## config.mk

```make
export PLATFORM = sky130hd
export DESIGN_NAME = crypt_stream_feeder_flat
export DESIGN_NICKNAME = d
export VERILOG_FILES = /design/src/rtl/crypt_stream_feeder_if.sv /design/src/rtl/crypt_stream_feeder.sv /design/src/flat_wrapper.sv
export SDC_FILE = /design/constraint.sdc
export NUM_CORES = 1
export LEC_CHECK = 0
export BUFFER_PORTS_ARGS = -buffer_cell sky130_fd_sc_hd__buf_2
export CAP_MARGIN = 20
export CELL_PAD_IN_SITES_DETAIL_PLACEMENT = 1
export CELL_PAD_IN_SITES_GLOBAL_PLACEMENT = 1
export CORE_ASPECT_RATIO = 1.25
export CORE_MARGIN = 3
export CORE_UTILIZATION = 35
export DETAILED_ROUTE_END_ITERATION = 6
export HOLD_SLACK_MARGIN = 0.02
export MAX_ROUTING_LAYER = met4
export PLACE_DENSITY_LB_ADDON = 0.05
export SYNTH_ARGS = -nofsm -noshare
export SYNTH_HDL_FRONTEND = slang
export SYNTH_SLANG_ARGS = --single-unit
```

## constraint.sdc

```tcl
create_clock -name clk -period 3.1 [get_ports clk]
set_input_delay 0.465 -clock clk [delete_from_list [all_inputs] [get_ports clk]]
set_output_delay 0.465 -clock clk [all_outputs]
set_load 0.03 [all_outputs]
```

## src/rtl/crypt_stream_feeder_if.sv

```systemverilog
// crypt_stream_feeder_if: plaintext/result streams plus the accelerator register bus
interface crypt_stream_feeder_if;
  logic        in_valid;
  logic        in_ready;
  logic [31:0] in_data;
  logic        out_valid;
  logic        out_ready;
  logic [31:0] out_data;
  logic [31:0] accel_addr;
  logic        accel_wr_en;
  logic        accel_select;
  logic [31:0] accel_wdata;
  logic [31:0] accel_rdata;
  modport master (
    input  in_valid, in_data, out_ready, accel_rdata,
    output in_ready, out_valid, out_data, accel_addr, accel_wr_en, accel_select, accel_wdata
  );
  modport slave (
    output in_valid, in_data, out_ready, accel_rdata,
    input  in_ready, out_valid, out_data, accel_addr, accel_wr_en, accel_select, accel_wdata
  );
endinterface

```

## src/rtl/crypt_stream_feeder.sv

```systemverilog
// crypt_stream_feeder: writes plaintext blocks into the crypto accelerator, polls done, streams results out
module crypt_stream_feeder #(
  parameter int          WORDS    = 4,
  parameter logic [31:0] CTRL_OFF = 32'h00,
  parameter logic [31:0] PT_OFF   = 32'h08,
  parameter logic [31:0] CT_OFF   = 32'h10,
  parameter int          TIMEOUT  = 1024
) (
  input  logic                         clk,
  input  logic                         rst,
  crypt_stream_feeder_if.master        bus,
  input  logic                         err_clr_i,
  output logic                         busy_o,
  output logic                         timeout_err_o,
  output logic [15:0]                  block_cnt_o
);
  localparam int IW = WORDS > 1 ? $clog2(WORDS) : 1;
  localparam int CW = $clog2(TIMEOUT + 1);
  localparam logic [IW-1:0] LAST = IW'(WORDS - 1);
  localparam logic [CW-1:0] TLAST = CW'(TIMEOUT - 1);
  localparam logic [2:0] IDLE = 3'd0;
  localparam logic [2:0] LOAD = 3'd1;
  localparam logic [2:0] GO   = 3'd2;
  localparam logic [2:0] POLL = 3'd3;
  localparam logic [2:0] RD   = 3'd4;
  localparam logic [2:0] OUT  = 3'd5;
  logic [2:0]    state_q, state_d;
  logic [IW-1:0] idx_q, idx_d;
  logic [CW-1:0] cnt_q, cnt_d;
  logic [31:0]   out_data_q, out_data_d;
  logic [15:0]   block_cnt_q, block_cnt_d;
  logic          err_q, err_d;
  logic          in_hs, out_hs, done, t_set;
  assign in_hs         = state_q == LOAD && bus.in_valid;
  assign out_hs        = state_q == OUT && bus.out_ready;
  assign done          = bus.accel_rdata[31];
  assign t_set         = state_q == POLL && !done && cnt_q == TLAST;
  assign bus.in_ready  = state_q == LOAD;
  assign bus.out_valid = state_q == OUT;
  assign bus.out_data  = out_data_q;
  assign busy_o        = state_q != IDLE;
  assign timeout_err_o = err_q;
  assign block_cnt_o   = block_cnt_q;
  // accelerator bus: address and data are zero whenever the chip select is low
  always_comb begin
    bus.accel_select = in_hs || state_q == GO || state_q == POLL || state_q == RD;
    bus.accel_wr_en  = in_hs || state_q == GO;
    bus.accel_addr   = in_hs ? PT_OFF + 32'(idx_q) * 32'd4 :
                       (state_q == GO || state_q == POLL) ? CTRL_OFF :
                       state_q == RD ? CT_OFF + 32'(idx_q) * 32'd4 : 32'h0;
    bus.accel_wdata  = in_hs ? bus.in_data : state_q == GO ? 32'h1 : 32'h0;
  end
  // block sequencer; a new timeout wins over a coincident err_clr
  always_comb begin
    state_d     = state_q;
    idx_d       = idx_q;
    cnt_d       = cnt_q;
    out_data_d  = out_data_q;
    block_cnt_d = block_cnt_q;
    err_d       = t_set || (err_q && !err_clr_i);
    case (state_q)
      IDLE: state_d = err_q ? IDLE : LOAD;
      LOAD: if (in_hs) begin
        idx_d   = idx_q == LAST ? '0 : idx_q + 1'b1;
        state_d = idx_q == LAST ? GO : LOAD;
      end
      GO: begin
        state_d = POLL;
        cnt_d   = '0;
      end
      POLL: begin
        cnt_d   = cnt_q + 1'b1;
        idx_d   = '0;
        state_d = done ? RD : t_set ? IDLE : POLL;
      end
      RD: begin
        out_data_d = bus.accel_rdata;
        state_d    = OUT;
      end
      OUT: if (out_hs) begin
        idx_d       = idx_q == LAST ? '0 : idx_q + 1'b1;
        block_cnt_d = idx_q == LAST ? block_cnt_q + 16'd1 : block_cnt_q;
        state_d     = idx_q == LAST ? LOAD : RD;
      end
      default: state_d = IDLE;
    endcase
  end
  // state registers, cleared asynchronously
  always_ff @(posedge clk or posedge rst) begin
    if (rst) begin
      state_q     <= IDLE;
      idx_q       <= '0;
      cnt_q       <= '0;
      out_data_q  <= '0;
      block_cnt_q <= '0;
      err_q       <= 1'b0;
    end else begin
      state_q     <= state_d;
      idx_q       <= idx_d;
      cnt_q       <= cnt_d;
      out_data_q  <= out_data_d;
      block_cnt_q <= block_cnt_d;
      err_q       <= err_d;
    end
  end
endmodule

```

## src/flat_wrapper.sv

```systemverilog
// flat-port wrapper written by rule: the top's interface ports become plain ports
module crypt_stream_feeder_flat 
#(
  parameter int          WORDS    = 4,
  parameter logic [31:0] CTRL_OFF = 32'h00,
  parameter logic [31:0] PT_OFF   = 32'h08,
  parameter logic [31:0] CT_OFF   = 32'h10,
  parameter int          TIMEOUT  = 1024
)
  (clk, rst, err_clr_i, busy_o, timeout_err_o, block_cnt_o, bus_in_valid, bus_in_data, bus_out_ready, bus_accel_rdata, bus_in_ready, bus_out_valid, bus_out_data, bus_accel_addr, bus_accel_wr_en, bus_accel_select, bus_accel_wdata);
  crypt_stream_feeder_if bus_i ();
  input  logic clk;
  input  logic rst;
  input  logic err_clr_i;
  output logic busy_o;
  output logic timeout_err_o;
  output logic [15:0] block_cnt_o;
  input wire logic [$bits(bus_i.in_valid)-1:0] bus_in_valid;
  input wire logic [$bits(bus_i.in_data)-1:0] bus_in_data;
  input wire logic [$bits(bus_i.out_ready)-1:0] bus_out_ready;
  input wire logic [$bits(bus_i.accel_rdata)-1:0] bus_accel_rdata;
  output wire logic [$bits(bus_i.in_ready)-1:0] bus_in_ready;
  output wire logic [$bits(bus_i.out_valid)-1:0] bus_out_valid;
  output wire logic [$bits(bus_i.out_data)-1:0] bus_out_data;
  output wire logic [$bits(bus_i.accel_addr)-1:0] bus_accel_addr;
  output wire logic [$bits(bus_i.accel_wr_en)-1:0] bus_accel_wr_en;
  output wire logic [$bits(bus_i.accel_select)-1:0] bus_accel_select;
  output wire logic [$bits(bus_i.accel_wdata)-1:0] bus_accel_wdata;
  assign bus_i.in_valid = bus_in_valid;
  assign bus_i.in_data = bus_in_data;
  assign bus_i.out_ready = bus_out_ready;
  assign bus_i.accel_rdata = bus_accel_rdata;
  assign bus_in_ready = bus_i.in_ready;
  assign bus_out_valid = bus_i.out_valid;
  assign bus_out_data = bus_i.out_data;
  assign bus_accel_addr = bus_i.accel_addr;
  assign bus_accel_wr_en = bus_i.accel_wr_en;
  assign bus_accel_select = bus_i.accel_select;
  assign bus_accel_wdata = bus_i.accel_wdata;
  crypt_stream_feeder #(.WORDS(WORDS), .CTRL_OFF(CTRL_OFF), .PT_OFF(PT_OFF), .CT_OFF(CT_OFF), .TIMEOUT(TIMEOUT)) u_core (.clk(clk), .rst(rst), .bus(bus_i), .err_clr_i(err_clr_i), .busy_o(busy_o), .timeout_err_o(timeout_err_o), .block_cnt_o(block_cnt_o));
endmodule
```

Yosys cells after proc, flatten, opt, wreduce, memory -nomap -nowiden
Cells that the tools add are included.

Bits in read-only memories: 0. Memories: 0. Bits in latches: 0. Bits in registers: 65. RAM bits: 0. Logic and storage cells: 57. Output and inout port bits: 118. Input bits: 69.

Add/sub/neg operators: 5. Bitwise logic cells: 0. Multiply operators: 0. Reductions and logical operators: 19. Shifts and indexed selects: 0. Divide/modulo/power cells: 0. Multiplexer cells: 18. Equal/unequal tests: 9. Magnitude comparators: 0.

Operator list (count): $mux W32 (4); $pmux W11 S2 (1); $pmux W3 S6 (1); $add A16 B1 Y16 const B (1); $mux W3 (4); $add A11 B1 Y11 const B (1); $eq A11 B10 Y1 const B (1); $mux W2 (5); $add A5 B4 Y6 const A (1); $eq A3 B2 Y1 const B (2); $eq A3 B3 Y1 const B (2); $pmux W2 S3 (1); $reduce_and A3 Y1 (2); $reduce_bool A3 Y1 (2); $add A4 B4 Y5 const A (1); $logic_and A1 B1 Y1 (5); $logic_or A1 B1 Y1 (5); $ne A2 B1 Y1 const B (2); $eq A3 B1 Y1 const B (1); $logic_not A3 Y1 (1); $add A2 B1 Y2 const B (1); $eq A2 B2 Y1 const B (1); $logic_not A1 Y1 (2); $mux W1 (2); 2 further kinds (2).

Logic depth before layout (Yosys ltp)
Gate-level depths: netlist of the first run.

Depth in word-level cells: 6. Mapped depth: 6. Depth with buffers taken out: 5.

Least setup slack after synthesis of the first run
No wires, ideal clock.

Kind: flip-flop to output port. Start point: reg u_core.state_q[2]. End point: out bus_accel_addr[3]. Buffers on the path: 1. Data arrival time: 1.699 ns. Cell stages (with the launch flop): 5. Required time: 2.635 ns. Path slack: 0.936 ns. Cells stage by stage: dfrtp_1 > buf_2 > nor3b_2 > nand2_1 > o21ai_0.

Longest elaborated chain between the ends: 4. Elaborated cells on any way between the ends: 9. Classes of those cells: eq/ne: 4; mux: 3; reduce/logical: 2.

RTL lines: from (decl) (RTL line crypt_stream_feeder.sv:27) `logic [2:0] state_q, state_d;`; from (signal assigned) (RTL line crypt_stream_feeder.sv:98) `state_q <= state_d;`; $eq A3 B3 Y1 / $eq A3 B2 Y1 (equally long branches) (RTL line crypt_stream_feeder.sv:50, crypt_stream_feeder.sv:49); $mux W32 / $logic_or A1 B1 Y1 (equally long branches) (RTL line crypt_stream_feeder.sv:50, crypt_stream_feeder.sv:49); $mux W32 (RTL line crypt_stream_feeder.sv:49) `(state_q == GO || state_q == POLL) ? CTRL_OFF :`; $mux W32 (*) (RTL line crypt_stream_feeder.sv:48) `bus.accel_addr = in_hs ? PT_OFF + 32'(idx_q) * 32'd4 :`; to (decl) (RTL line flat_wrapper.sv:25) `output wire logic [$bits(bus_i.accel_addr)-1:0] bus_accel_addr;`.

Every way passes the cells marked *; elsewhere a longest branch is shown, timed or not.

Worst setup path in the final report of the first run
Same ends and word-level chain as after synthesis.

==> metrics.md, run 1 <==
| Metric | Value |
|---|---|
| Reg area | 1630 um2 |
| Setup Skew | 0.00346 ns |
| Clock Power Share | 21.7% |
| H-tree depth | 3 |
| Postcts setup bufs | 0 |
| DP Cell Count | 583 |
| CP endpoint kind | output pin |
| Avg Cell Area, Syn | 10.7 um2 |
| Initial antenna violation count | 0 |
| WL/cell | 15.3 um |
| Startpoint Class | flop |
| Vias per cell | 4.83 |
| Final core occ | 48.1% |
| Detailed-router iteration count before antenna repair | 4 |
| N_diodes | 0 |
| # DRC | 0 |
| Most common cell in the synthesized netlist | dfrtp_1 |
| GPL Wtd Cong | 0.751 |
| Endpoints failing setup | 0 |
| Row Count | 39 |
| Die ar. | 10800 um2 |
| Register area share after synthesis | 48.3% |
| Top cell type's share of synthesized area | 48.3% |
| Vias | 2891 |
| Status | completed |
| Flop pwr share | 29.3% |
| CTS resizes | 0 |
| Hold Crit Class | in -> async |
| Final period util | 82.2% |
| Layout Nets | 543 |
| Iter 0 DRT Violations | 69 |
| Die X | 93.8 um |
| Vias in the first global route | 2921 |
| CTS root buf | clkbuf_16 |
| Maximum fanout along the worst path | 35 |
| MaxCap Viol Count | 0 |
| Footprint of the multi-input gates | 1520 um2 |
| Worst flop-to-flop path endpoint | u_core.block_cnt_o[10]$_DFFE_PP0P_ |
| GR Overflow Total | 0 |
| Leak | 0.00244 uW |
| Switching pwr | 2060 uW |
| Most frequent cells after synthesis | dfrtp_1, mux2_2, and3_1 |
| Combinational power share | 49.1% |
| Port bufs | 157 |
| Clk buf depth | 2 |
| Reg2Reg Depth | 5 |
| # IOs | 187 |
| Critical path class | reg -> out |
| Worst EP required | 2.63 ns |
| EDFF count, synth | 0 |
| Yosys warns | 0 |
| Core area | 9270 um2 |
| Clock transition at the registers of the reported paths | 0.05 ns |
| Post-Syn Area | 3370 um2 |
| WP data arrival | 2.08 ns |
| Die Y | 116 um |
| Synth Register Bits | 65 |
| Gr usage total | 17.1% |
| Unrepaired setup endpoints after global routing | false |
| Area Growth Syn to Fin | 32.3% |
| Worst Tran Pin Value | 0.662 ns |
| FF-to-FF Start | u_core.idx_q[0]$_DFFE_PP0P_ |
| Inserted Clock Buffers | 9 |
| Setup TNS | 0 ns |
| Hold-fix buffers, CTS | 0 |
| # fillers | 1095 |
| R2r setup slk | 1.16 ns |
| Share of flip-flops with an asynchronous set or reset | 100% |
| Clk_lat worst skew | 0.32 ns |
| Peak supply drop | 0.431 mV |
| Final hold violation count | 0 |
| Synth area leaders | dfrtp_1, mux2_2, buf_4, and3_1, nand2_1 |
| Initial Utilization | 36.3% |
| CTS tree | done |
| Routed Antenna Nets | 0 |
| Ys flop type | dfrtp_1 |
| P_int | 2500 uW |
| Final Max Tran Viols | 0 |
| Netlist cell types | 45 |
| Finished Layout Cells | 599 |
| Slew margin rel. | 55.8% |
| DP Area | 4170 um2 |
| Post-DP HPWL | 6990 um |
| Fmax | 393 MHz |
| Design area | 4460 um2 |
| Pwr/cell area | 1020 nW/um2 |
| Largest net degree at the start of global routing | 38 |
| Synth Instances | 314 |
| WHS | 0.239 ns |
| Post-synth top area cell | dfrtp_1 |
| Final Critical Period | 2.55 ns |
| Sink Count | 65 |
| First-pass GRT wire length | 14200 um |
| Total Wirelength | 9180 um |
| Switching Share | 45.1% |
| Layout cells sized above 1 | 46.2% |
[how the worst max path moves through the flow]
stage | startpoint | endpoint | slack, ns | depth (start not counted)
after floorplan | u_core.state_q[2]$_DFFE_PP0P_ | bus_accel_addr[3] | 0.94 | 4
after global placement | u_core.state_q[2]$_DFFE_PP0P_ | bus_accel_addr[3] | 0.99 | 5
after detailed placement | u_core.state_q[2]$_DFFE_PP0P_ | bus_accel_addr[3] | 0.92 | 5
after CTS | u_core.state_q[2]$_DFFE_PP0P_ | bus_accel_addr[3] | 0.54 | 5
after global routing | u_core.state_q[2]$_DFFE_PP0P_ | bus_accel_addr[3] | 0.37 | 5
final | u_core.state_q[2]$_DFFE_PP0P_ | bus_accel_addr[3] | 0.55 | 5
[flip-flops by register name, indices dropped and copies added, names as in the netlist]
name                  count
u_core.block_cnt_o       16
u_core.idx_q              2
u_core.bus.out_data      32
u_core.state_q            3
u_core.timeout_err_o      1
u_core.cnt_q             11
[final cells by class]
class                   count  share of cell area, %
repair buffers            163                   18.6
flip-flops and latches     65                   36.5
multi-input cells         222                   34.1
inverters                  10                  0.842
clock buffers              13                   5.61
clock inverters             3                  0.898
well taps                 123                   3.45
[stage by stage]
stage                     setup slack (ns)  total power [uW]
after global placement               0.989              3550
after global routing                 0.368              4850
after CTS                            0.545              4630
after floorplan                      0.936              2960
final                                0.553              4550
after detailed placement             0.920              3600
[per-layer routing]
metal	share of wire [%]	up-vias	global-route usage, %
li1	-	1370	-
met1	42	1404	20.3
met2	51	109	29.3
met3	6.1	8	4.16
met4	0.75	0	3.76
met5	0	-	-
[critical path, cell delays in order, from the launching register on]
cell and delay (ns):
dfrtp_1 0.53, nor3b_2 0.24, buf_4 0.30, nand2_1 0.15, o21ai_0 0.28, buf_2 0.26
[power by group through the flow]
stage	Clock, uW	Sequential [uW]	Combinational, uW
global route	1070	1380	2400
finish	987	1330	2230
floorplan	0	1740	1220
detailed placement	0	1350	2250
CTS	1030	1340	2260
global placement	0	1330	2220
[kinds of logic (layout without fill, tap and decap cells)]
| family | after synthesis | after routing | share of synthesized area [%] |
|---|---|---|---|
| other cells | 1 | 29 | 0.111 |
| compound gates | 34 | 34 | 6.54 |
| mux | 37 | 37 | 12.3 |
| fa+ha+maj | 3 | 3 | 1.11 |
| simple gates | 104 | 104 | 18.0 |
| flops | 65 | 65 | 48.3 |
| xor+xnor | 15 | 15 | 3.90 |
| buf+inv | 55 | 189 | 9.80 |
[layout by cell type, fill, tap and decap left out, drive strengths merged, types with 10 or more instances in the layout]
master / netlist / layout
buf: 37 / 163
o21ai: 10 / 10
nand3: 10 / 10
and3: 33 / 33
nand2: 24 / 24
conb: 1 / 29
dfrtp: 65 / 65
xnor2: 10 / 10
clkbuf: 8 / 13
inv: 10 / 10
mux2: 34 / 34
Note: power is estimated with default switching activity, not from simulation.
==> inputs of run 2 (changes only) <==
--- a/config.mk
+++ b/config.mk
@@ -11,7 +11,7 @@
 export CELL_PAD_IN_SITES_GLOBAL_PLACEMENT = 1
 export CORE_ASPECT_RATIO = 1.25
 export CORE_MARGIN = 3
-export CORE_UTILIZATION = 35
+export CORE_UTILIZATION = 32
 export DETAILED_ROUTE_END_ITERATION = 6
 export HOLD_SLACK_MARGIN = 0.02
 export MAX_ROUTING_LAYER = met4
==> constraint.sdc (replaced) <==
create_clock -name clk -period 2.49 [get_ports clk]
set_input_delay 0.3735 -clock clk [delete_from_list [all_inputs] [get_ports clk]]
set_output_delay 0.3735 -clock clk [all_outputs]
set_load 0.03 [all_outputs]
==> run 2 against run 1 <==
Effect of this change: cell area rose by 1.4%; sequential cell count did not move; clock skew barely moved; largest power group unchanged.
==> metrics.md, run 2 (synthesis gave the netlist of run 1 again) <==
| Metric | Value |
|---|---|
| Status | completed |
| Fmax | 439 MHz |
| Commonest non-fill, non-tap cell in the layout | buf_2 |
| Final Max Tran Viols | 0 (unchanged) |
| Core area | 10200 um2 (+10%) |
| Family with the most delay on the worst path | flip-flops |
| Initial Utilization | 33.0% (-3.3 points) |
| Detailed-router iteration count before antenna repair | 4 (unchanged) |
| CP endpoint kind | output pin |
| # IOs | 187 (unchanged) |
| Startpoint Class | flop |
| Final hold violation count | 0 (unchanged) |
| Final Critical Period | 2.28 ns |
| Initial antenna violation count | 0 (unchanged) |
| Critical-path cell list | nor3b_2 > nand2_1 > o21ai_0 > buf_2 |
| Total Wirelength | 9280 um (+1.1%) |
| Inserted Clock Buffers | 9 (unchanged) |
| Slowest-stage cell, CP | dfrtp_1 |
| Critical path class | reg -> out |
| Most frequent cells in the layout | buf_2, dfrtp_1, mux2_2 |
| Vias in the first global route | 2828 (-3.2%) |
| Post-DP HPWL | 7170 um (+2.6%) |
| Vias | 2835 (-1.9%) |
| Peak supply drop | 0.453 mV (+5.0%) |
| Hold-fix buffers, CTS | 0 (unchanged) |
| Die ar. | 11800 um2 (+8.8%) |
| Largest net degree at the start of global routing | 42 (+11%) |
| # DRC | 0 (unchanged) |
| CTS tree | done |
| Gr usage total | 16.1% (-0.98 points) |
| GR Overflow Total | 0 (unchanged) |
| Clk_lat worst skew | 0.33 ns (about the same) |
| Routed Antenna Nets | 0 (unchanged) |
| Clock transition at the registers of the reported paths | 0.05 ns (about the same) |
| WP data arrival | 1.91 ns (-0.17 ns) |
| Final period util | 91.6% |
| MaxCap Viol Count | 0 (unchanged) |
| Setup TNS | 0 ns (unchanged) |
| Maximum fanout along the worst path | 14 (-60%) |
| Area Growth Syn to Fin | 34.1% |
| Reg2Reg Depth | 4 (-1) |
| Iter 0 DRT Violations | 84 (+22%) |
| CP max stage delay | 0.53 ns (about the same) |
| Sink Count | 65 (unchanged) |
| Worst Path Buf+Inv | 1 (-1) |
| Total chip power | 5800 uW (+27%) |
| Design area | 4520 um2 (+1.4%) |
| GPL Wtd Cong | 0.780 (+3.9%) |
| DP Area | 4200 um2 (+0.84%) |
| Clk buf depth | 2 (unchanged) |
| Leak | 0.00246 uW (+0.87%) |
| Hold Crit Class | in -> async |
| Layout cells sized above 1 | 47.1% (+0.85 points) |
| H-tree depth | 3 (unchanged) |
| First-pass GRT wire length | 14900 um (+4.5%) |
| Port bufs | 157 (unchanged) |
| CTS resizes | 0 (unchanged) |
| Max reg flops | 32 (unchanged) |
| DP Cell Count | 591 (+1.4%) |
| Endpoints failing setup | 0 (unchanged) |
| CP Depth | 4 (-1) |
| Vias per cell | 4.67 (-3.2%) |
| Unrepaired setup endpoints after global routing | false |
| Layout Nets | 545 (+0.37%) |
| Die X | 97.8 um (+4.3%) |
| Setup Skew | 0.00355 ns (+0.0000955 ns) |
| Worst Tran Pin Value | 0.568 ns (-0.0940 ns) |
| WL/cell | 15.3 um (-0.21%) |
| Slew margin rel. | 61.5% (+5.7 points) |
| CTS root buf | clkbuf_16 |
| Die Y | 121 um (+4.3%) |
| N_diodes | 0 (unchanged) |
| Worst EP required | 2.12 ns (-0.51 ns) |
| Finished Layout Cells | 607 (+1.3%) |
| Pwr/cell area | 1280 nW/um2 (+26%) |
| Row Count | 41 (+5.1%) |
| Postcts setup bufs | 0 (unchanged) |
-- run 2: cell count changes in the layout (fill, tap and decap cells not counted), sizes merged --
| cell | delta |
|---|---|
| clkinvlp | +2 |
| clkinv | -1 |
| clkbuf | -1 |
| buf | +2 |
-- run 2: routing by layer --
metal  GRT usage (%)  vias to the layer above  wire [um]
met5               -                        -          0
met3            2.83                       10        407
li1                -                     1363          -
met2            26.7                       82       4870
met4            5.45                        0        106
met1            20.0                     1380       3900
-- run 2: final timing paths --
check,start,to,slack (ns)
max,u_core.state_q[2]$_DFFE_PP0P_,bus_accel_addr[3],0.21
min,rst,u_core.bus.out_data[29]$_DFFE_PP0P_,0.10
max reg2reg,u_core.state_q[2]$_DFFE_PP0P_,u_core.bus.out_data[18]$_DFFE_PP0P_,0.61
min reg2reg,u_core.block_cnt_o[15]$_DFFE_PP0P_,u_core.block_cnt_o[15]$_DFFE_PP0P_,0.46
max in group asynchronous,rst,u_core.bus.out_data[19]$_DFFE_PP0P_,1.76
min in group clk,err_clr_i,u_core.timeout_err_o$_DFF_PP0_,0.23
-- run 2: cell type report --
type                    instances  area (um2)
repair buffers                165         858
inverters                      10        37.5
clock buffers                  12         267
multi-input cells             222        1520
flip-flops and latches         65        1630
clock inverters                 4        50.0
well taps                     129         161
fillers                      1245        5690
-- run 2: through the flow --
step	worst slack (ns)	utilization [%]	hold slack, ns
2_1_floorplan	0.418	-	0.452
3_3_place_gp	0.632	41.2	0.461
3_5_place_dp	0.580	41.2	0.462
4_1_cts	0.228	44.3	0.117
5_1_grt	0.0529	44.3	0.148
6_report	0.210	44.3	0.104
-- run 2: power by group --
group | internal, uW | total (uW) | leakage [uW] | switching, uW
Clock | 854 | 1320 | 0.000151 | 464
Sequential | 1410 | 1670 | 0.000823 | 260
Combinational | 940 | 2810 | 0.00148 | 1870
==> inputs of run 3 (changes only) <==
--- a/config.mk
+++ b/config.mk
@@ -12,10 +12,12 @@
 export CORE_ASPECT_RATIO = 1.25
 export CORE_MARGIN = 3
 export CORE_UTILIZATION = 32
+export CTS_BUF_LIST = sky130_fd_sc_hd__clkbuf_16
+export CTS_CLUSTER_DIAMETER = 30
 export DETAILED_ROUTE_END_ITERATION = 6
 export HOLD_SLACK_MARGIN = 0.02
 export MAX_ROUTING_LAYER = met4
-export PLACE_DENSITY_LB_ADDON = 0.05
+export PLACE_DENSITY_LB_ADDON = 0.12
 export SYNTH_ARGS = -nofsm -noshare
 export SYNTH_HDL_FRONTEND = slang
 export SYNTH_SLANG_ARGS = --single-unit
==> run 3 against run 2 <==
Effect of this change: worst setup slack worse by 0.011 ns; sequential share of layout area grew 0.14 points; cell count decreased by 0.33%; combinational power is essentially flat; core utilization is 0.17 points lower; critical path depth rose by 2; clock skew increased by 0.0021 ns; critical path type unchanged; highest routed layer unchanged.
==> metrics.md, run 3 (synthesis gave the netlist of run 1 again) <==
| Metric | Value |
|---|---|
| Port bufs | 157 (unchanged) |
| Pre-CTS setup slack | 0.527 ns (-0.0527 ns) |
| Final hold violation count | 0 (unchanged) |
| Layout cells sized above 1 | 46.2% (-0.85 points) |
| Footprint of the multi-input gates | 1520 um2 (+0.33%) |
| CTS tree | done |
| Slew margin rel. | 57.6% (-4.0 points) |
| GR Overflow Total | 0 (unchanged) |
| Detailed-router iteration count before antenna repair | 4 (unchanged) |
| Vias per cell | 4.81 (+2.9%) |
| Clk_lat worst skew | 0.32 ns (about the same) |
| Vias | 2909 (+2.6%) |
| Clock transition at the registers of the reported paths | 0.05 ns (about the same) |
| Clk buf depth | 2 (unchanged) |
| Critical path class | reg -> out |
| Die Y | 121 um (unchanged) |
| First-pass GRT wire length | 14800 um (-0.65%) |
| Switching pwr | 2560 uW (-1.5%) |
| Worst flop-to-flop path endpoint | u_core.bus.out_data[23]$_DFFE_PP0P_ |
| Fmax | 436 MHz (-0.49%) |
| Switching Share | 44.5% (-0.29 points) |
| Pwr/cell area | 1280 nW/um2 (-0.51%) |
| Final Max Tran Viols | 0 (unchanged) |
| # fillers | 1211 (-2.7%) |
| MaxCap Viol Count | 0 (unchanged) |
| Finished Layout Cells | 605 (-0.33%) |
| Final Critical Period | 2.29 ns (+0.0113 ns) |
| Reg2Reg Depth | 4 (unchanged) |
| Initial Utilization | 33.0% (unchanged) |
| H-tree depth | 3 (unchanged) |
| CTS root buf | clkbuf_16 |
| Vias in the first global route | 2990 (+5.7%) |
| Leak | 0.00246 uW (about the same) |
| CP endpoint kind | output pin |
| N_diodes | 0 (unchanged) |
| Commonest non-fill, non-tap cell in the layout | buf_2 |
| Most frequent cells in the layout | buf_2, dfrtp_1, mux2_2 |
| Inserted Clock Buffers | 9 (unchanged) |
| Max reg flops | 32 (unchanged) |
| Combinational power share | 49.0% (+0.5 points) |
| Flop pwr share | 28.6% (about the same) |
| Postcts setup bufs | 0 (unchanged) |
| Final period util | 92.0% (+0.46 points) |
| Row Count | 41 (unchanged) |
| Layout Nets | 544 (-0.18%) |
| R2r setup slk | 0.61 ns (about the same) |
| Status | completed |
| Peak supply drop | 0.600 mV (+33%) |
| Setup Skew | 0.00561 ns (+0.00206 ns) |
| Area Growth Syn to Fin | 33.6% |
| WP data arrival | 1.92 ns (about the same) |
| GPL Wtd Cong | 0.747 (-4.3%) |
| Final setup margin | 0.199 ns (-0.0113 ns) |
| Die ar. | 11800 um2 (unchanged) |
| Worst Tran Pin Value | 0.635 ns (+0.0675 ns) |
| Initial antenna violation count | 0 (unchanged) |
| Total Wirelength | 9160 um (-1.3%) |
| Worst EP required | 2.12 ns (about the same) |
| Core area | 10200 um2 (unchanged) |
| WL/cell | 15.1 um (-1.0%) |
| Routed Antenna Nets | 0 (unchanged) |
| Setup TNS | 0 ns (unchanged) |
| Die X | 97.8 um (unchanged) |
| Gr usage total | 16.1% (+0.021 points) |
| Iter 0 DRT Violations | 92 (+9.5%) |
| CTS resizes | 0 (unchanged) |
| Largest net degree at the start of global routing | 40 (-4.8%) |
| Reg area | 1630 um2 (unchanged) |
| # DRC | 0 (unchanged) |
| Startpoint Class | flop |
| FF-to-FF Start | u_core.state_q[1]$_DFFE_PP0P_ |
| Sink Count | 65 (unchanged) |
| Endpoints failing setup | 0 (unchanged) |
| # IOs | 187 (unchanged) |
| Hold Crit Class | in -> async |
| DP Cell Count | 590 (-0.17%) |
| Post-DP HPWL | 7010 um (-2.3%) |
| Hold-fix buffers, CTS | 0 (unchanged) |
| Clock Power Share | 22.3% (-0.4 points) |
| Maximum fanout along the worst path | 34 (+20) |
| P_int | 3190 uW (-0.37%) |
| Unrepaired setup endpoints after global routing | false |
## run 3: cell types whose count changed in the layout (fill, tap and decap cells not counted)
cell / delta
clkbuf_8: -3
clkinvlp_4: -2
inv_1: +2
buf_4: -1
bufinv_16: +1
clkinv_1: +1
nor2_2: -1
nor2_4: +1
## run 3: metrics by stage
stage	utilization, %	hold slack (ns)	cell area [um2]	power (uW)
2_1_floorplan	-	0.452	3470	3690
3_3_place_gp	41.1	0.457	4200	4460
3_5_place_dp	41.1	0.480	4200	4510
4_1_cts	44.1	0.153	4500	5820
5_1_grt	44.1	0.181	4500	6100
6_report	44.1	0.134	4500	5750
## run 3: metal layers
layer | wire (um) | part of all wire [%] | global-route usage [%] | vias up
met1 | 3900 | 43 | 19.7 | 1412
met3 | 655 | 7.2 | 4.10 | 7
met2 | 4500 | 49 | 26.1 | 129
met5 | 0 | 0 | - | -
li1 | - | - | - | 1361
met4 | 97 | 1.1 | 5.45 | 0
## run 3: worst max-delay path by stage
| stage | from | end | slack [ns] | depth (start not counted) |
|---|---|---|---|---|
| after floorplan | u_core.state_q[2]$_DFFE_PP0P_ | bus_accel_addr[3] | 0.42 | 4 |
| after global placement | u_core.state_q[1]$_DFFE_PP0P_ | bus_accel_wdata[0] | 0.59 | 6 |
| after detailed placement | u_core.state_q[1]$_DFFE_PP0P_ | bus_accel_wdata[0] | 0.53 | 6 |
| after CTS | u_core.state_q[1]$_DFFE_PP0P_ | bus_accel_wdata[0] | 0.17 | 6 |
| after global routing | u_core.state_q[1]$_DFFE_PP0P_ | bus_accel_wdata[0] | 0.005 | 6 |
| final | u_core.state_q[1]$_DFFE_PP0P_ | bus_accel_wdata[0] | 0.20 | 6 |
## run 3: critical path, stage by stage (launching register included)
cell and delay, ns:
dfrtp_1 0.52, nor3b_2 0.27, buf_4 0.30, and2_1 0.19, nand2_1 0.06, nand2_1 0.06
buf_2 0.20
## run 3: cell type report
cell class                 count  area share, %
sequential                    65           36.1
multi-input combinational    222           33.8
timing repair buffer         164           18.9
inverter                      10          0.834
tap                          129           3.59
clock inverter                 6           1.70
clock buffer                   9           5.00
## run 3: power groups by stage
stage               combinational (uW)  clock [uW]  sequential (uW)
CTS                               2850        1320             1650
floorplan                         1520           0             2170
finish                            2820        1280             1640
detailed placement                2840           0             1670
global placement                  2820           0             1640
global route                      3030        1360             1710
